<file path="src/rtl/tc_timer.sv">
// Memory-mapped down-counter timer with CTRL/PRESET/COUNT registers and a maskable interrupt.
// Optional per-byte write enables are compiled in when TC_BYTEEN_EN is defined.
module tc_timer #(
    parameter logic [31:0] BASE_ADDR = 32'h0000_7F00
) (
    input  logic        clk,
    input  logic        reset,
    input  logic [31:0] addr,
    input  logic        we,
    input  logic [31:0] din,
`ifdef TC_BYTEEN_EN
    input  logic [3:0]  byteen,
`endif
    output logic [31:0] dout,
    output logic        irq
);

    typedef enum logic [1:0] {
        ST_IDLE = 2'd0,
        ST_LOAD = 2'd1,
        ST_CNT  = 2'd2,
        ST_INT  = 2'd3
    } state_t;

    state_t      state_q, state_d;
    logic [3:0]  ctrl_q, ctrl_d;
    logic [31:0] preset_q, preset_d;
    logic [31:0] count_q, count_d;
    logic        flag_q, flag_d;

    logic        hit;
    logic [1:0]  sel;
    logic [3:0]  be;
    logic [31:0] wmask;
    logic        ctrl_wr;
    logic        preset_wr;
    logic        ctrl_en;
    logic        auto_reload;
    logic [1:0]  unused_addr_bits;

    assign hit              = (addr[31:4] == BASE_ADDR[31:4]);
    assign sel              = addr[3:2];
    assign unused_addr_bits = addr[1:0];

`ifdef TC_BYTEEN_EN
    assign be = byteen;
`else
    assign be = '1;
`endif

    assign wmask       = {{8{be[3]}}, {8{be[2]}}, {8{be[1]}}, {8{be[0]}}};
    // CTRL only implements byte 0, so a write that does not enable it is a no-op
    assign ctrl_wr     = hit & we & (sel == 2'd0) & be[0];
    assign preset_wr   = hit & we & (sel == 2'd1);
    assign ctrl_en     = ctrl_q[0];
    assign auto_reload = (ctrl_q[2:1] == 2'b01);

    always_ff @(posedge clk) begin
        if (reset) begin
            state_q  <= ST_IDLE;
            ctrl_q   <= '0;
            preset_q <= '0;
            count_q  <= '0;
            flag_q   <= 1'b0;
        end else begin
            state_q  <= state_d;
            ctrl_q   <= ctrl_d;
            preset_q <= preset_d;
            count_q  <= count_d;
            flag_q   <= flag_d;
        end
    end

    always_comb begin
        state_d  = state_q;
        ctrl_d   = ctrl_q;
        preset_d = preset_q;
        count_d  = count_q;
        flag_d   = flag_q;

        case (state_q)
            ST_IDLE: begin
                if (ctrl_en) state_d = ST_LOAD;
            end
            ST_LOAD: begin
                count_d = preset_q;
                state_d = ST_CNT;
            end
            ST_CNT: begin
                if (!ctrl_en) begin
                    state_d = ST_IDLE;
                end else if (count_q == '0) begin
                    state_d = ST_INT;
                    flag_d  = 1'b1;
                end else begin
                    count_d = count_q - 32'd1;
                end
            end
            ST_INT: begin
                if (auto_reload) begin
                    state_d = ST_LOAD;
                    flag_d  = 1'b0;
                end else begin
                    ctrl_d[0] = 1'b0;
                    state_d   = ST_IDLE;
                end
            end
            default: state_d = ST_IDLE;
        endcase

        // Bus writes are applied last so they take priority over the FSM's own updates
        if (ctrl_wr) begin
            ctrl_d = din[3:0];
            flag_d = 1'b0;
        end
        if (preset_wr) begin
            preset_d = (preset_q & ~wmask) | (din & wmask);
        end
    end

    always_comb begin
        dout = '0;
        if (hit) begin
            case (sel)
                2'd0:    dout = {28'd0, ctrl_q};
                2'd1:    dout = preset_q;
                2'd2:    dout = count_q;
                default: dout = '0;
            endcase
        end
    end

    assign irq = flag_q & ctrl_q[3];

endmodule

</file>
<file path="config.mk">
export PLATFORM = sky130hd
export DESIGN_NAME = tc_timer
export DESIGN_NICKNAME = d
export VERILOG_FILES = /design/src/rtl/tc_timer.sv
export SDC_FILE = /design/constraint.sdc
export NUM_CORES = 1
export LEC_CHECK = 0
export BUFFER_PORTS_ARGS = -buffer_cell sky130_fd_sc_hd__buf_4
export CAP_MARGIN = 20
export CORE_MARGIN = 3
export CORE_UTILIZATION = 35
export DETAILED_ROUTE_END_ITERATION = 8
export GPL_TIMING_DRIVEN = 1
export PLACE_DENSITY = 0.59
export SETUP_SLACK_MARGIN = 0.5
export SYNTH_ARGS = -nofsm -noshare
export SYNTH_HDL_FRONTEND = slang
export SYNTH_SLANG_ARGS = --single-unit
</file>
<file path="constraint.sdc">
create_clock -name clk -period 5.21 [get_ports clk]
set_input_delay 0.7815 -clock clk [delete_from_list [all_inputs] [get_ports clk]]
set_output_delay 0.7815 -clock clk [all_outputs]
set_load 0.02 [all_outputs]
</file>
==> flow_summary_export.csv, run 1 <==
group,metric,value,unit
floorplanning,core_area,11700,µm²
clock_network,clock-root-buffer,"clkbuf_16",
clock_network,cts_setup_buffers,0,
yosys,ys_async_sr_fraction,0,%
worst_setup_path,critPathLaunchType,"flip-flop",
grt,grt_max_degree,72,
timing,finalHoldViolCount,0,
yosys,ys_types,54,
clock_network,clkLatencyLatePin,0.34,ns
clock_network,cts_resized,0,
timing,fmax,300,MHz
worst_setup_path,slowest_delay,0.67,ns
clock_network,cts.path.max_buffers,2,
floorplanning,start_util,36.7,%
hold_path,hold_class,"flip-flop to flip-flop",
floorplanning,die_w,117,µm
worst_setup_path,crit_type,"flip-flop to flip-flop",
layout,final_area,5360,µm²
worst_setup_path,critical_path.top_delay_family,"simple AND/OR/NAND/NOR gates",
yosys,yosysMostFrequentCell,"nor2_1",
detailed_routing,drt_iter0_markers,314,
layout,nets,676,
floorplanning,fp.dieH,117,µm
worst_setup_path,crit_fanout,14,
layout,regArea,1420,µm²
detailed_routing,drc,0,
worst_setup_path,required,5.40,ns
detailed_routing,viasPerCell,5.97,
pwr,vdd_drop_max,146,µV
yosys,synthesis.nets,611,
worst_setup_path,critical_path.endpoint_type,"flip-flop",
flow_run,maxCapViolations,0,
yosys,syn_area,4280,µm²
yosys,seq_area_frac_synth,33.2,%
grt,grt_antenna_before_repair,0,
pwr,finalPower,0.00120,W
layout,layout-drive-gt1-share,23.5,%
timing,finalSetupViolations,0,
yosys,synthFlopType,"dfxtp_1",
placed_design,dpl-instance-area,5080,µm²
worst_setup_path,crit_start,"count_q[18]",
clock_network,cts_tree,"yes",
floorplanning,rows,39,
clock_network,clock-sinks,71,
layout,syn_to_final_growth,25.1,%
floorplanning,die-area,13600,µm²
placed_design,hpwl,9230,µm
detailed_routing,via_count,4510,
worst_setup_path,slowest_stage,"or3_1",
yosys,synth-edff-count,0,
timing,setup_ws,1.88,ns
grt,grt_pass1_wl,22400,µm
layout,n_fill_cell,1207,
grt,grt_usage,20.6,%
worst_setup_path,r2r_start,"count_q[18]",
yosys,synth_top_cell_by_area,"dfxtp_1",
detailed_routing,wl,13800,µm
clock_network,clk_pin_slew,0.06,ns
floorplanning,io-pin-count,100,
yosys,yosysWarnings,0,
outcome,status,"completed",
hold_path,hp-start,"count_q[10]",
yosys,synth.top_cell.area_share,33.2,%
worst_setup_path,path_buf_inv,1,
detailed_routing,drt_pass1_iterations,4,
grt,overflow,0,
pwr,p_leak,1.91,nW
yosys,syn-mean-instance-area,7.88,µm²
yosys,synth_commonest_cells,"nor2_1, dfxtp_1, clkbuf_1, mux2i_1, nand2_1",
pwr,power_density,225,nW/µm²
placed_design,place_ws,1.91,ns
timing,post-route-period-util,63.9,%
clock_network,cts_hold_buf,0,
detailed_routing,wl_per_cell,18.3,µm
detailed_routing,final_antenna_net_count,0,
clock_network,cts_buffers,9,
worst_setup_path,arrival,3.52,ns
layout,multi_input_area,2650,µm²
placed_design,routabilityCongestion,0.900,
grt,grt_pass1_vias,4276,
timing,slew-limit-headroom,30.9,%
layout,post-route-util,45.9,%
layout,antenna_cells,0,
timing,setup_tns,0,ns
yosys,ys_ff_latch,71,
timing,worst_pin_slew,1.04,ns
timing,finalMaxSlewViolations,0,
clock_network,cts_max_level,3,
timing,skew,0.00734,ns
placed_design,io_buffers,97,
timing,finalCriticalPeriod,3.33,ns
worst_setup_path,worstPathCellList,"nor4_1 -> nand4b_1 -> or3_1 -> o21ai_2 -> buf_4 -> o32ai_1",
yosys,synthTopCellsByArea,"dfxtp_1, mux2i_1, nor2_1",
yosys,synthCells,543,
timing,rsz0062_at_grt,"no",
==> power breakdown <==
group	internal [W]	total, W	switching, W
logic	0.0000344	0.0000654	0.0000310
registers	0.000543	0.000543	0.000000000000177
clock network	0.000360	0.000595	0.000235
==> path summary, 6_finish.rpt <==
kind                       to  slack [ns]  cells past startpoint
setup reg to reg   count_q[3]        1.88                      6
setup / recovery   count_q[3]        1.88                      6
hold reg to reg   count_q[10]        0.48                      2
hold / removal    count_q[10]        0.48                      2
==> flip-flops by register name (all words and copies together), names as in the netlist <==
name,cells
count_q,32
preset_q,32
ctrl_q,4
state_q,2
flag_q,1
==> cell type report <==
type	instances	area share, %
flip-flops and latches	71	26.5
well taps	143	3.34
multi-input cells	413	49.4
clock buffers	15	5.19
inverters	4	0.280
repair buffers	109	15.3
==> kinds of logic after synthesis <==
group	synth area share, %
flops	33.2
simple gates	25.8
fa+ha+maj	0.292
compound gates	25.8
buf+inv	5.52
mux	9.35
==> layer usage <==
layer | up-vias | global-route usage [%] | part of all wire [%]
li1 | 2197 | - | -
met1 | 2140 | 28.3 | 46
met2 | 159 | 32.9 | 47
met3 | 14 | 3.21 | 6.1
met4 | 0 | 7.42 | 1.4
met5 | - | 0 | 0
==> through the flow <==
stage	cells	hold WS (ns)
2_1_floorplan	543	0.446
3_3_place_gp	740	0.462
3_5_place_dp	740	0.474
4_1_cts	755	0.483
5_1_grt	755	0.513
6_report	755	0.483
==> worst reg2reg max path, stage by stage (launching register included) <==
cell and delay, ns:
dfxtp_1 0.39, nor4_1 0.60, nand4b_1 0.44, or3_1 0.67, o21ai_2 0.63, buf_4 0.34
o32ai_1 0.12
==> cells in the final DEF, fill, tap and decap left out, types with 9 or more instances in the layout <==
cell and instances:
buf_4 109, nor2_1 95, dfxtp_1 71, mux2i_1 40, nand2_1 38, a22oi_1 33
a21oi_1 27, o32ai_1 24, nor3_1 16, nor4_1 14, a221oi_1 14, nand3_1 11
o211ai_1 9, clkbuf_16 9
(Power assumes the default switching activity.)
==> inputs of run 2 (changes only) <==
- ABC_AREA: unset -> 1
- PLACE_DENSITY: 0.59 -> 0.58
- clock period: 5.21 -> 3.1 ns (I/O delays scaled with it)
==> run 2 against run 1 <==
Wire length is 7.4% higher. Area after synthesis grew 15%. First-iteration DRC count is 23% higher. Cell count up 55%. Worst hold slack worse by 0.17 ns. Global-route usage is 1.5 points lower. Die area grew 14%. Largest cell class unchanged.
==> flow_summary_export.csv, run 2 <==
group,metric,value,unit
detailed_routing,drc,0,
worst_setup_path,r2r_start,"count_q[0]",
yosys,synthesis.nets,973,
layout,post-route-util,45.6,%
placed_design,hpwl,10800,µm
yosys,synth_top_cell_by_area,"dfxtp_1",
timing,finalHoldViolCount,0,
worst_setup_path,ff2ff_setup_slack,1.01,ns
grt,overflow,0,
detailed_routing,wl,14800,µm
worst_setup_path,required,2.63,ns
worst_setup_path,crit_fanout,13,
clock_network,cts_max_level,3,
timing,finalCriticalPeriod,2.36,ns
yosys,synthCells,905,
layout,layout-drive-gt1-share,14.3,%
yosys,yosysMostFrequentCell,"nand2_1",
layout,reg.largest.list,"count_q x32, preset_q x32, ctrl_q x4",
clock_network,cts_buffers,9,
floorplanning,die-area,15600,µm²
worst_setup_path,critPathLaunchType,"input port",
clock_network,cts.path.max_buffers,2,
worst_setup_path,crit_type,"input port to output pin",
yosys,ys_types,24,
clock_network,clock-sinks,71,
layout,layout_commonest_cell,"nand2_1",
worst_setup_path,path_buf_inv,4,
floorplanning,core_area,13500,µm²
layout,syn_to_final_growth,24.7,%
clock_network,clkLatencyLatePin,0.35,ns
yosys,yosysWarnings,0,
grt,grt_pass1_vias,5023,
yosys,synth.top_cell.area_share,28.8,%
timing,finalMaxSlewViolations,0,
pwr,vdd_drop_max,297,µV
detailed_routing,viasPerCell,4.62,
layout,nets,1059,
timing,skew,0.00576,ns
placed_design,io_buffers,97,
timing,post-route-period-util,76.0,%
timing,setup_ws,0.744,ns
detailed_routing,wl_per_cell,12.6,µm
yosys,syn_area,4930,µm²
layout,antenna_cells,0,
clock_network,cts_tree,"yes",
yosys,synth-edff-count,0,
yosys,synth_commonest_cells,"nand2_1, nor2_1, inv_1, dfxtp_1, o21ai_0",
grt,grt_pass1_wl,24500,µm
worst_setup_path,slowest_stage,"buf_4",
worst_setup_path,crit_top_cell,"buf_4",
detailed_routing,final_antenna_net_count,0,
hold_path,whs_path_depth,2,
pwr,finalPower,0.00213,W
floorplanning,start_util,36.5,%
yosys,synthFlopType,"dfxtp_1",
floorplanning,fp.dieH,125,µm
timing,slew-limit-headroom,59.7,%
grt,grt_usage,19.1,%
pwr,power_density,346,nW/µm²
clock_network,clk_pin_slew,0.05,ns
placed_design,place_ws,0.559,ns
worst_setup_path,r2r-end,"count_q[23]",
floorplanning,die_w,125,µm
detailed_routing,drt_pass1_iterations,4,
timing,fmax,425,MHz
timing,rsz0062_at_grt,"no",
detailed_routing,via_count,5409,
yosys,ys_async_sr_fraction,0,%
worst_setup_path,arrival,1.89,ns
floorplanning,rows,42,
worst_setup_path,critical_path.endpoint_type,"output pin",
yosys,seq_area_frac_synth,28.8,%
timing,worst_pin_slew,0.604,ns
grt,grt_max_degree,51,
timing,holdWs,0.311,ns
pwr,p_leak,3.10,nW
worst_setup_path,worstPathCellList,"buf_4 -> nor2_1 -> nand2_1 -> nor2_1 -> nand2_1 -> nor2_2 -> clkinvlp_4 -> buf_4 -> a21oi_1 -> buf_4",
yosys,synthTopCellsByArea,"dfxtp_1, nand2_1, nor2_1",
placed_design,routabilityCongestion,0.864,
hold_path,hold_class,"input port to flip-flop",
yosys,ys_ff_latch,71,
worst_setup_path,slowest_delay,0.23,ns
floorplanning,io-pin-count,100,
clock_network,clock-root-buffer,"clkbuf_16",
flow_run,maxCapViolations,0,
detailed_routing,drt_iter0_markers,385,
outcome,status,"completed",
worst_setup_path,reg2reg_depth,11,
hold_path,worstHoldEndpoint,"state_q[1]",
timing,finalSetupViolations,0,
hold_path,hp-start,"reset",
layout,layout_common_cells,"nand2_1, nor2_1, inv_1",
grt,grt_antenna_before_repair,0,
timing,setup_tns,0,ns
worst_setup_path,critical_path.top_delay_family,"buffers and inverters",
yosys,syn-mean-instance-area,5.45,µm²
-- run 2: layout make-up --
class	instances	area, µm²
fillers	1483	7350
multi-input cells	667	2860
flip-flops and latches	71	1420
repair buffers	109	843
inverters	133	503
clock buffers	13	270
well taps	176	220
clock inverters	3	40.0
-- run 2: cells by family (layout without fill, tap and decap cells) --
logic type / count (synthesis) / after routing / share of synthesized area, %
compound gates: 101 / 101 / 10.3
xor+xnor: 2 / 2 / 0.355
fa+ha+maj: 1 / 1 / 0.254
buf+inv: 167 / 258 / 13.6
flops: 71 / 71 / 28.8
simple gates: 563 / 563 / 46.7
-- run 2: where the power goes --
part / total (W) / leakage (nW) / internal [W] / switching, W
Combinational: 0.000125 / 2.38 / 0.0000665 / 0.0000590
Clock: 0.00109 / 0.156 / 0.000686 / 0.000405
Sequential: 0.000913 / 0.571 / 0.000913 / 0.00000000000112
Total: 0.00213 / 3.10 / 0.00167 / 0.000464
-- run 2: metal layers --
layer  track usage (%)  up-vias  wire length, µm
met1              26.1     2334             7310
met5                 0        -                0
met2              30.6      111             6640
li1                  -     2949                -
met4              6.19        0              223
met3              3.43       15              626
-- run 2: worst max-delay path by stage --
stage / slack [ns] / end / from / depth (start not counted)
after detailed placement: 0.56 / dout[7] / addr[5] / 10
after CTS: 0.56 / dout[7] / addr[5] / 10
after global placement: 0.58 / dout[7] / addr[7] / 10
after global routing: 0.56 / dout[14] / addr[19] / 10
after floorplan: 1.10 / dout[25] / addr[19] / 8
final: 0.74 / dout[24] / addr[5] / 10
-- run 2: stage by stage --
stage               area (µm²)  std cells
global route              6150       1172
detailed placement        5820       1154
global placement          5820       1154
floorplan                 4930        905
finish                    6150       1172
CTS                       6130       1170
-- run 2: repair_timing --
| action | CTS | global route |
|---|---|---|
| endpoints found under the setup margin | 0 | 18 |
| hold buffers | 0 | 0 |
| resized for setup | 0 | 2 |
| setup buffers | 0 | 2 |
